File: src/rtl/adder_9x.sv
// adder_9x: two-stage nine-operand unsigned adder, carry-save tree into one carry-propagate add, result mod 2^N
module adder_9x #(
    parameter int N = 8
) (
    input  logic         clk,
    input  logic         rst,
    input  logic [N-1:0] op1,
    input  logic [N-1:0] op2,
    input  logic [N-1:0] op3,
    input  logic [N-1:0] op4,
    input  logic [N-1:0] op5,
    input  logic [N-1:0] op6,
    input  logic [N-1:0] op7,
    input  logic [N-1:0] op8,
    input  logic [N-1:0] op9,
    output logic [N-1:0] res
);
    function automatic logic [N-1:0] sum3(input logic [N-1:0] a, input logic [N-1:0] b, input logic [N-1:0] c);
        return a ^ b ^ c;
    endfunction
    // carry bits out of the top position are dropped; only the low N bits of the sum matter
    function automatic logic [N-1:0] cy3(input logic [N-1:0] a, input logic [N-1:0] b, input logic [N-1:0] c);
        logic [N-1:0] m;
        m = (a & b) | (a & c) | (b & c);
        return m << 1;
    endfunction
    logic [N-1:0] s1a, c1a, s1b, c1b, s1c, c1c;
    logic [N-1:0] s2a, c2a, s2b, c2b;
    logic [N-1:0] s3, c3, s4, c4;
    logic [N-1:0] s_q, c_q;
    assign s1a = sum3(op1, op2, op3);
    assign c1a = cy3(op1, op2, op3);
    assign s1b = sum3(op4, op5, op6);
    assign c1b = cy3(op4, op5, op6);
    assign s1c = sum3(op7, op8, op9);
    assign c1c = cy3(op7, op8, op9);
    assign s2a = sum3(s1a, c1a, s1b);
    assign c2a = cy3(s1a, c1a, s1b);
    assign s2b = sum3(c1b, s1c, c1c);
    assign c2b = cy3(c1b, s1c, c1c);
    assign s3  = sum3(s2a, c2a, s2b);
    assign c3  = cy3(s2a, c2a, s2b);
    assign s4  = sum3(s3, c3, c2b);
    assign c4  = cy3(s3, c3, c2b);
    always_ff @(posedge clk or negedge rst) begin
        if (!rst) begin
            s_q <= '0;
            c_q <= '0;
            res <= '0;
        end else begin
            s_q <= s4;
            c_q <= c4;
            res <= s_q + c_q;
        end
    end
endmodule

File: config.mk
export PLATFORM = sky130hd
export DESIGN_NAME = adder_9x
export DESIGN_NICKNAME = d
export VERILOG_FILES = /design/src/rtl/adder_9x.sv
export SDC_FILE = /design/constraint.sdc
export NUM_CORES = 1
export LEC_CHECK = 0
export ABC_AREA = 1
export BUFFER_PORTS_ARGS = -buffer_cell sky130_fd_sc_hd__buf_2
export CAP_MARGIN = 40
export CORE_ASPECT_RATIO = 1.75
export CORE_MARGIN = 2
export CORE_UTILIZATION = 35
export CTS_BUF_LIST = sky130_fd_sc_hd__clkbuf_8
export DETAILED_ROUTE_END_ITERATION = 7
export PLACE_DENSITY = 0.67
export SYNTH_ARGS = -nofsm -noshare
export SYNTH_HDL_FRONTEND = slang
export SYNTH_SLANG_ARGS = --single-unit
File: constraint.sdc
create_clock -name clk -period 3.8 [get_ports clk]
set_input_delay 0.57 -clock clk [delete_from_list [all_inputs] [get_ports clk]]
set_output_delay 0.57 -clock clk [all_outputs]
set_load 0.01 [all_outputs]
==> Word level (Yosys, flattened, before mapping) <==
Cells that the tools add are included.
{ "word_totals": {"regBits": 23, "in_bits": 74, "out_inout_bits": 8, "word_cells": 53} }
{ "classes": {"n_addsub": 1, "bitwise": 49} }
{ "op_table": {"columns": ["cell", "count"], "rows": [
  ["$and 7x7->7", 21],
  ["$xor 8x8->8", 14],
  ["$or 7x7->7", 14],
  ["$add 8x8->8", 1]
]} }

==> Longest topological paths before layout <==
Gate-level depths: netlist of the first run.
{ "depth": {"ltp_word": 12, "ltp_mapped": 14, "depth_no_buf": 14} }

==> Worst setup path before layout of the first run <==
No wires, ideal clock.
{ "synth_path": {"kind": "input to register", "from": "input port op7[6]", "to": "register s_q[7]", "t_arrival_ns": 2.686, "t_required_ns": 3.687, "setup_slack_ns": 1.001, "stages": 13, "n_path_buf": 0, "path_cell_list": "fa_1 > inv_1 > fa_1 > inv_1 > fa_1 > xnor2_1 > nand2_1 > nand2_1 > nand3_1 > nand2_1 > nand2_1 > nand2_1 > inv_1"} }
{ "synth_via": {"elab_chain_cells": 9} }
{ "synth_rtl": {"columns": ["item", "line", "rtl"], "rows": [
  ["start, declared", "13", "input logic [N-1:0] op7,"],
  ["$xor 8x8->8 (4 in series)", "19", "return a ^ b ^ c;"],
  ["$and 7x7->7", "24", "m = (a & b) | (a & c) | (b & c);"],
  ["$or 7x7->7 (2 in series)", "24", null],
  ["$xor 8x8->8", "19", null],
  ["$xor 8x8->8 *", "19", null],
  ["named net s4[7]", "29", "logic [N-1:0] s3, c3, s4, c4;"],
  ["end signal, assigned", "47", "s_q <= '0;"],
  ["end signal, assigned", "51", "s_q <= s4;"],
  ["end, declared", "30", "logic [N-1:0] s_q, c_q;"]
]} }
Mark *: on every way through the listed nets, which the timed path passes. The rest lies on a longest branch.

==> Worst setup path after layout of the first run <==
Same ends and word-level chain as after synthesis.

==> results of run 1 <==
logic make-up after synthesis:
group	count (synthesis)	synth area share (%)
adder cells (fa/ha/maj)	53	47.6
XOR/XNOR	9	3.75
AO/OA/AOI/OAI	4	1.07
flip-flops	22	26.2
AND/OR/NAND/NOR	41	8.51
buffers and inverters	72	12.9
per-stage QoR:
stage,setup WS [ns],hold slack (ns),power [mW]
2_1_floorplan,1.00,0.274,0.927
3_3_place_gp,0.829,0.333,1.12
3_5_place_dp,0.770,0.337,1.15
4_1_cts,1.04,0.274,1.29
5_1_grt,0.892,0.303,1.42
6_report,1.05,0.260,1.26
synthesized netlist by cell type:
| library cell | n | area, um2 |
|---|---|---|
| sky130_fd_sc_hd__a21o_1 | 1 | 7.51 |
| sky130_fd_sc_hd__a21oi_1 | 2 | 10.0 |
| sky130_fd_sc_hd__dfrtp_1 | 22 | 551 |
| sky130_fd_sc_hd__fa_1 | 45 | 901 |
| sky130_fd_sc_hd__ha_1 | 8 | 100 |
| sky130_fd_sc_hd__inv_1 | 72 | 270 |
| sky130_fd_sc_hd__nand2_1 | 29 | 109 |
| sky130_fd_sc_hd__nand2_2 | 2 | 12.5 |
| sky130_fd_sc_hd__nand3_1 | 5 | 25.0 |
| sky130_fd_sc_hd__nand3b_1 | 3 | 22.5 |
| sky130_fd_sc_hd__nor2_1 | 1 | 3.75 |
| sky130_fd_sc_hd__nor2_2 | 1 | 6.26 |
| sky130_fd_sc_hd__o21ai_0 | 1 | 5.00 |
| sky130_fd_sc_hd__xnor2_1 | 5 | 43.8 |
| sky130_fd_sc_hd__xor2_1 | 4 | 35.0 |
registers in the layout, summed over array words and instances, names as in the netlist:
name / flops
s_q: 8
res: 8
c_q: 6
worst max path at each step:
stage,slack (ns),from,endpoint,cells after the start
3_5_place_dp,0.77,op7[6],s_q[7],14
6_report,1.05,op7[6],s_q[7],14
3_3_place_gp,0.83,op7[6],s_q[7],14
2_1_floorplan,1.00,op7[6],s_q[7],13
4_1_cts,1.04,op7[6],s_q[7],14
5_1_grt,0.89,op7[6],s_q[7],14
where the power goes:
part / total (mW) / switching, mW / leakage [nW] / internal [mW]
clock network: 0.134 / 0.0639 / 0.0216 / 0.0705
registers: 0.400 / 0.0354 / 0.258 / 0.365
logic: 0.724 / 0.391 / 1.24 / 0.333
routing by layer:
| layer | up-vias | GRT usage (%) | share of wire, % |
|---|---|---|---|
| met5 | - | 0 | 0 |
| met4 | 0 | 3.81 | 1.3 |
| met3 | 6 | 1.06 | 5.4 |
| met2 | 49 | 20.7 | 60 |
| met1 | 700 | 10.9 | 33 |
| li1 | 721 | - | - |
area by class of cell:
cell class                 count  area, um2
inverter                      72        270
multi-input combinational    107       1280
timing repair buffer          81        405
sequential                    22        551
tap                           78       97.6
clock buffer                   3       41.3
fill                         583       3190
==> flow_summary.rst, run 1 <==
.. list-table::
   :header-rows: 1

   * - Metric
     - Value
   * - Result of the run
     - complete, no violations
   * - Post-route cell area
     - 0.00265 mm2
   * - Overall overflow remaining after global route
     - 0
   * - Share of the clock period used by the worst path after layout
     - 72.4%
   * - Delay of the slowest critical-path stage
     - 0.53 ns
   * - Max_cap viols
     - 0
   * - Leakage Power
     - 1.52 nW
   * - I/O Pins
     - 82
   * - Std cell rows
     - 37
   * - Required time reported for the critical path endpoint
     - 3.95 ns
   * - Highest attainable clock frequency
     - 0.363 GHz
   * - Clock tree from TritonCTS
     - built
   * - Number of hold violations in the final report
     - 0
   * - Worst setup SP type
     - primary input
   * - Core outline area
     - 0.00583 mm2
   * - Cell family contributing the most delay on the critical path
     - adder cells
   * - Cell with the most instances on the worst path
     - sky130_fd_sc_hd__nand2_1
   * - Worst EP arrival
     - 2.90 ns
   * - Final Slew Violations
     - 0
   * - Initial antenna violation count
     - 0
   * - Latest clock arrival within the worst-skew pair
     - 0.25 ns
   * - Number of buffers inserted to repair setup after CTS
     - 0
   * - Most common library cell in the layout ignoring fill and taps
     - sky130_fd_sc_hd__buf_2
   * - Count of hold buffers inserted by post-cts repair
     - 0
   * - Count of antenna-violating nets left after detailed routing
     - 0
   * - Max_slew headroom
     - 69.5%
   * - Reg-to-reg critical path startpoint
     - s_q[4]
   * - Category of the worst setup path capture point
     - flip-flop
   * - Number of levels in the clock H-tree
     - 1
   * - Reg-to-reg setup timing slack
     - 2.33 ns
   * - Worst-margin pin slew
     - 0.458 ns
   * - Worst-case reg-to-reg path depth
     - 8
   * - Sequential area share after synthesis
     - 26.2%
   * - Die Area
     - 0.00667 mm2
   * - WL final
     - 3230 um
   * - Synth warn
     - 0
   * - Port Buffer Count
     - 81
   * - Die span in y
     - 107 um
   * - Gr usage total
     - 10.4%
   * - Final HPWL from detailed placement
     - 3050 um
   * - Finished Layout Cells
     - 363
   * - Iteration-0 DRC Markers
     - 51
   * - Count of antenna diodes in the layout
     - 0
   * - Number of CTS-inserted buffers
     - 3
   * - Utilization after layout
     - 45.4%
   * - Final setup skew
     - 0.00346 ns
   * - Cell area after technology mapping
     - 0.00210 mm2
   * - Clock-pin slew on the worst setup and hold paths
     - 0.07 ns
   * - Cell variety after synth
     - 15
   * - Number of endpoints failing setup at the final stage
     - 0
   * - Starting utilization of the core area
     - 36.0%
   * - Placed instance area
     - 0.00261 mm2
   * - Most frequent cells in the layout
     - sky130_fd_sc_hd__buf_2, sky130_fd_sc_hd__inv_1, sky130_fd_sc_hd__fa_1, sky130_fd_sc_hd__nand2_1, sky130_fd_sc_hd__dfrtp_1
   * - Cell Chain, Critical Path
     - buf_2 > fa_1 > inv_1 > fa_1 > inv_1 > fa_1 > xnor2_1 > nand2_1 > nand2_1 > nand3_1 > nand2_1 > nand2_1 > nand2_1 > inv_1
   * - Setup repair after global routing missed its margin
     - no
   * - Max Buffers Root-to-Sink
     - 2
   * - Synth Area per Inst
     - 10.5 um2
   * - Number of nets at the end of the flow
     - 414
   * - Via Count
     - 1,476
   * - Routed WL per cell
     - 8.91 um
   * - Final TNS setup
     - 0 ns
   * - Maximum fanout along the worst path
     - 2
   * - Area growth syn-to-layout
     - 25.9%
   * - Clock period minus worst slack
     - 2.75 ns
   * - Routability congestion estimate from global placement
     - 0.696
   * - Net count of the mapped netlist
     - 328
   * - Mean number of vias per cell
     - 4.07
   * - Slowest cell on the critical path
     - sky130_fd_sc_hd__fa_1
   * - Drt pass-1 iters
     - 2
   * - Root buffer cell
     - sky130_fd_sc_hd__clkbuf_8
   * - Worst Setup Path Type
     - in -> reg
   * - Worst path buffer plus inverter count
     - 4
   * - Share of cells above drive strength 1
     - 30.5%
   * - Placed Cells
     - 360
   * - Count of cells resized by post-cts repair
     - 0
   * - Worst hold-check path type
     - in -> async
   * - Pin count of the biggest net entering global routing
     - 23
   * - Synthesized instance count
     - 201
   * - Die X-Extent
     - 62.6 um
   * - Endpoint of the worst-slack reg-to-reg timing path
     - res[7]
   * - Global-route wire length before repair
     - 5660 um
   * - Worst-case vdd ir drop
     - 0.172 mV
   * - PwrDens
     - 476 mW/mm2
   * - Number of remaining DRC errors
     - 0
   * - Number of clock sinks
     - 22
   * - Post-synthesis register bit count
     - 22
   * - Vias in the first global route
     - 1,547
Note: power is estimated with default switching activity, not from simulation.
==> inputs of run 2 (changes only) <==
PLACE_DENSITY = 0.69   (was 0.67)
clock period = 2.29 ns   (was 3.8 ns; I/O delays follow)
==> flow_summary.rst, run 2 (synthesis results as in run 1) <==
.. list-table::
   :header-rows: 1

   * - Metric
     - Value
   * - Result of the run
     - finished, violations left
   * - Violated checks
     - setup timing
   * - Worst slack at placement
     - -0.413 ns
   * - Core outline area
     - 0.00583 mm2
   * - Number of remaining DRC errors
     - 0
   * - Area growth syn-to-layout
     - 29.5%
   * - Die Area
     - 0.00667 mm2
   * - Worst hold-check path type
     - in -> async
   * - Routability congestion estimate from global placement
     - 0.683
   * - Most Crowded Layer GR
     - met2
   * - Maximum fanout along the worst path
     - 1
   * - I/O Pins
     - 82
   * - Final setup skew
     - 0.00110 ns
   * - Worst-case vdd ir drop
     - 0.308 mV
   * - Number of hold violations in the final report
     - 0
   * - Port Buffer Count
     - 81
   * - PwrDens
     - 788 mW/mm2
   * - Gr usage total
     - 11.1%
   * - Via Count
     - 1,517
   * - Number of clock sinks
     - 22
   * - Drt pass-1 iters
     - 2
   * - Share of cells above drive strength 1
     - 35.1%
   * - Global-route wire length before repair
     - 5910 um
   * - WL final
     - 3380 um
   * - Worst setup SP type
     - primary input
   * - Part of the power in the clock network
     - 10.4%
   * - Number of nets at the end of the flow
     - 414
   * - Max_cap viols
     - 0
   * - Pin count of the biggest net entering global routing
     - 23
   * - Share of the clock period used by the worst path after layout
     - 105%
   * - Highest attainable clock frequency
     - 0.417 GHz
   * - Proportion of power drawn by combinational gates
     - 58.7%
   * - Clock tree from TritonCTS
     - built
   * - Overall overflow remaining after global route
     - 0
   * - Iteration-0 DRC Markers
     - 40
   * - Utilization after layout
     - 46.7%
   * - Final Slew Violations
     - 0
   * - Starting utilization of the core area
     - 36.0%
   * - Count of antenna diodes in the layout
     - 0
   * - Met1 demand-to-capacity share in global routing
     - 10.1%
   * - Leakage Power
     - 1.54 nW
   * - Max Buffers Root-to-Sink
     - 2
   * - Initial antenna violation count
     - 0
   * - Most frequent cells in the layout
     - sky130_fd_sc_hd__buf_2, sky130_fd_sc_hd__inv_1, sky130_fd_sc_hd__fa_1, sky130_fd_sc_hd__nand2_1, sky130_fd_sc_hd__dfrtp_1
   * - Met3 Track Usage GR
     - 1.69%
   * - Switching power of the nets
     - 837 uW
   * - Category of the worst setup path capture point
     - flip-flop
   * - Die span in y
     - 107 um
   * - Clock period minus worst slack
     - 2.40 ns
   * - Std cell rows
     - 37
   * - Required time reported for the critical path endpoint
     - 2.49 ns
   * - Final HPWL from detailed placement
     - 3120 um
   * - Reg-to-reg setup timing slack
     - 0.81 ns
   * - Routed WL per cell
     - 9.31 um
   * - Worst-case setup margin in the final layout
     - -0.105 ns
   * - Sequential cell area
     - 551 um2
   * - Number of endpoints failing setup at the final stage
     - 6
   * - Min Hold Slack
     - 0.0283 ns
   * - Filler cell count in the final layout
     - 586
   * - Switching share of power
     - 39.0%
   * - Mean number of vias per cell
     - 4.18
   * - Final TNS setup
     - -0.485 ns
   * - Max_slew headroom
     - 70.0%
   * - Number of CTS-inserted buffers
     - 3
   * - Number of levels in the clock H-tree
     - 1
   * - Vias in the first global route
     - 1,609
   * - GRT met2 Usage
     - 23.0%
   * - Worst EP arrival
     - 2.59 ns
   * - Die X-Extent
     - 62.6 um
   * - Most common library cell in the layout ignoring fill and taps
     - sky130_fd_sc_hd__buf_2
   * - Count of antenna-violating nets left after detailed routing
     - 0
   * - Design internal power
     - 1.31 mW
   * - Latest clock arrival within the worst-skew pair
     - 0.25 ns
   * - Placed instance area
     - 0.00261 mm2
   * - Area taken by multi-input logic gates
     - 0.00131 mm2
   * - Clock-pin slew on the worst setup and hold paths
     - 0.07 ns
   * - Biggest regs
     - res (8), s_q (8), c_q (6)
   * - Worst Setup Path Type
     - in -> reg
   * - Worst-margin pin slew
     - 0.450 ns
   * - Sequential group share of total power
     - 30.9%
   * - Root buffer cell
     - sky130_fd_sc_hd__clkbuf_8
   * - Setup repair after global routing missed its margin
     - yes
   * - Post-route cell area
     - 0.00272 mm2
-- run 2: power groups by stage --
stage / Clock, mW / Sequential (mW) / Combinational [mW]
floorplan: 0 / 0.705 / 0.841
global placement: 0 / 0.672 / 1.18
detailed placement: 0 / 0.674 / 1.24
CTS: 0.233 / 0.666 / 1.26
global route: 0.248 / 0.684 / 1.49
finish: 0.223 / 0.662 / 1.26
-- run 2: repair_timing --
item / 4_1_cts / 5_1_grt
gates resized for setup: 7 / 11
pin swaps: 11 / 5
hold buffers: 0 / 0
endpoints found under the setup margin: 9 / 8
buffers inserted: 0 / 0
cloned: 0 / 0
-- run 2: worst max-delay path: stages --
cell and delay, ns:
sky130_fd_sc_hd__buf_6 0.09, sky130_fd_sc_hd__fa_1 0.54, sky130_fd_sc_hd__inv_2 0.04, sky130_fd_sc_hd__fa_1 0.47
sky130_fd_sc_hd__fa_1 0.56, sky130_fd_sc_hd__inv_2 0.04, sky130_fd_sc_hd__fa_2 0.51
-- run 2: area by class of cell --
class                      count  share of cell area, %
clock buffer                   3                   1.52
multi-input combinational    107                   48.3
sequential                    22                   20.2
tap                           78                   3.58
timing repair buffer          81                   16.5
inverter                      72                   9.93
-- run 2: worst paths after layout --
path	startpoint	to	cells past startpoint
min reg2reg	s_q[1]	res[1]	0
max	op7[4]	s_q[4]	7
max reg2reg	s_q[4]	res[7]	8
max in group asynchronous	rst	c_q[3]	1
min in group clk	s_q[1]	res[1]	0
min	rst	res[6]	1
-- run 2: routing by layer --
metal	share of wire [%]	wire [um]
met1	29	984
met2	62	2090
met3	5.6	189
met4	3.4	116
met5	0	0
-- run 2: metrics by stage --
| step | total power [mW] | cells |
|---|---|---|
| floorplan | 1.55 | 201 |
| global placement | 1.85 | 360 |
| detailed placement | 1.92 | 360 |
| CTS | 2.15 | 363 |
| global route | 2.42 | 363 |
| finish | 2.14 | 363 |
==> inputs of run 3 (changes only) <==
clock period = 2.1 ns   (was 2.29 ns; I/O delays follow)
==> flow_summary.rst, run 3 (synthesis results as in run 1) <==
.. list-table::
   :header-rows: 1

   * - Metric
     - Value
   * - Maximum fanout along the worst path
     - 1
   * - Number of hold violations in the final report
     - 5
   * - Mean number of vias per cell
     - 4.13
   * - Max Buffers Root-to-Sink
     - 2
   * - Die span in y
     - 107 um
   * - Count of antenna-violating nets left after detailed routing
     - 0
   * - Worst-case setup margin in the final layout
     - -0.288 ns
   * - Global-route wire length before repair
     - 5990 um
   * - Number of endpoints failing setup at the final stage
     - 12
   * - CP Launch Point
     - op9[3]
   * - Die Area
     - 0.00667 mm2
   * - Number of remaining DRC errors
     - 0
   * - Most common library cell in the layout ignoring fill and taps
     - sky130_fd_sc_hd__buf_2
   * - Routability congestion estimate from global placement
     - 0.672
   * - Std cell rows
     - 37
   * - Count of hold buffers inserted by post-cts repair
     - 0
   * - Worst hold-check path type
     - in -> async
   * - Cell family contributing the most delay on the critical path
     - adder cells
   * - Setup repair after global routing missed its margin
     - yes
   * - Share of cells above drive strength 1
     - 36.0%
   * - Utilization after layout
     - 47.3%
   * - Port Buffer Count
     - 81
   * - Routed WL per cell
     - 9.52 um
   * - Number of nets at the end of the flow
     - 414
   * - Core outline area
     - 0.00583 mm2
   * - Category of the worst setup path capture point
     - flip-flop
   * - Count of antenna diodes in the layout
     - 0
   * - Max_slew headroom
     - 70.8%
   * - Highest attainable clock frequency
     - 0.419 GHz
   * - Share of the clock period used by the worst path after layout
     - 114%
   * - Worst Setup Path Type
     - in -> reg
   * - Placed Cells
     - 360
   * - Final setup skew
     - 0.00265 ns
   * - Cell with the most instances on the worst path
     - sky130_fd_sc_hd__fa_1
   * - Final HPWL from detailed placement
     - 3190 um
   * - Worst-case vdd ir drop
     - 0.354 mV
   * - WL final
     - 3470 um
   * - Worst slack at placement
     - -0.560 ns
   * - Worst path buffer plus inverter count
     - 3
   * - Final Slew Violations
     - 0
   * - Required time reported for the critical path endpoint
     - 2.29 ns
   * - Root buffer cell
     - sky130_fd_sc_hd__clkbuf_8
   * - Min Hold Slack
     - -0.00469 ns
   * - Latest clock arrival within the worst-skew pair
     - 0.25 ns
   * - Number of CTS-inserted buffers
     - 3
   * - Slowest cell on the critical path
     - sky130_fd_sc_hd__fa_1
   * - Area growth syn-to-layout
     - 31.2%
   * - Leakage Power
     - 1.54 nW
   * - Via Count
     - 1,504
   * - Cell Chain, Critical Path
     - buf_6 > fa_1 > inv_2 > fa_1 > fa_1 > inv_1 > fa_2
   * - Pin count of the biggest net entering global routing
     - 23
   * - Vias in the first global route
     - 1,612
   * - Violated checks
     - hold timing, setup timing
   * - Worst setup SP type
     - primary input
   * - Drt pass-1 iters
     - 2
   * - Reg-to-reg critical path startpoint
     - s_q[2]
   * - Max_cap viols
     - 0
   * - Overall overflow remaining after global route
     - 0
   * - Clock tree from TritonCTS
     - built
   * - Worst EP arrival
     - 2.58 ns
   * - I/O Pins
     - 82
   * - Clock-pin slew on the worst setup and hold paths
     - 0.07 ns
   * - Result of the run
     - finished, violations left
   * - Die X-Extent
     - 62.6 um
   * - Starting utilization of the core area
     - 36.0%
   * - Biggest regs
     - res (8), s_q (8), c_q (6)
   * - Most frequent cells in the layout
     - sky130_fd_sc_hd__buf_2, sky130_fd_sc_hd__inv_1, sky130_fd_sc_hd__fa_1, sky130_fd_sc_hd__nand2_1, sky130_fd_sc_hd__dfrtp_1
   * - Initial antenna violation count
     - 0
   * - Worst-margin pin slew
     - 0.438 ns
   * - PwrDens
     - 865 mW/mm2
   * - Number of buffers inserted to repair setup after CTS
     - 0
   * - Total Power
     - 2.39 mW
   * - Number of levels in the clock H-tree
     - 1
   * - Iteration-0 DRC Markers
     - 30
   * - Delay of the slowest critical-path stage
     - 0.55 ns
   * - Clock period minus worst slack
     - 2.39 ns
   * - Number of clock sinks
     - 22
   * - Finished Layout Cells
     - 364
   * - Gr usage total
     - 11.3%
-- run 3: repair_timing --
item / in CTS / in global routing
endpoints found under the setup margin: 12 / 13
resized for setup: 18 / 5
pin swaps: 19 / 6
-- run 3: metal layers --
layer / wire [um] / global-route usage [%] / part of all wire [%] / vias to the layer above
met5: 0 / 0 / 0 / -
met4: 61 / 4.29 / 1.8 / 0
met3: 191 / 1.90 / 5.5 / 8
li1: - / - / - / 723
met1: 1010 / 9.75 / 29 / 720
met2: 2210 / 24.3 / 64 / 53
-- run 3: final timing paths --
check                      endpoint  slack, ns  cells past startpoint
max                          s_q[3]      -0.29                      7
max in group asynchronous    c_q[5]       1.80                      1
min in group clk             res[0]       0.35                      0
min reg2reg                  res[0]       0.35                      0
min                          res[7]     -0.005                      1
max reg2reg                  res[6]       0.68                      5
-- run 3: through the flow --
| step | hold slack (ns) | TNS [ns] | cell area [um2] |
|---|---|---|---|
| 4_1_cts | 0.0156 | -2.04 | 2750 |
| 3_3_place_gp | 0.291 | -5.76 | 2610 |
| 2_1_floorplan | 0.0194 | -3.63 | 2110 |
| 3_5_place_dp | 0.292 | -6.08 | 2610 |
| 6_report | -0.00469 | -2.06 | 2760 |
| 5_1_grt | 0.0195 | -2.72 | 2760 |
-- run 3: power by group --
part | internal [mW] | total (mW) | switching [mW]
logic | 0.645 | 1.38 | 0.737
registers | 0.661 | 0.722 | 0.0615
clock network | 0.166 | 0.282 | 0.116
total | 1.47 | 2.39 | 0.914
-- run 3: layout make-up --
| cell class | instances | area, um2 |
|---|---|---|
| timing repair buffer | 81 | 468 |
| multi-input combinational | 107 | 1320 |
| tap | 78 | 97.6 |
| clock buffer | 4 | 55.1 |
| sequential | 22 | 551 |
| fill | 572 | 3080 |
| inverter | 72 | 270 |
-- run 3: worst reg2reg max path: stages (launching register included) --
cell and delay, ns:
sky130_fd_sc_hd__dfrtp_1 0.34, sky130_fd_sc_hd__ha_1 0.17, sky130_fd_sc_hd__inv_1 0.06, sky130_fd_sc_hd__fa_1 0.40, sky130_fd_sc_hd__o21ai_0 0.22, sky130_fd_sc_hd__xor2_1 0.16
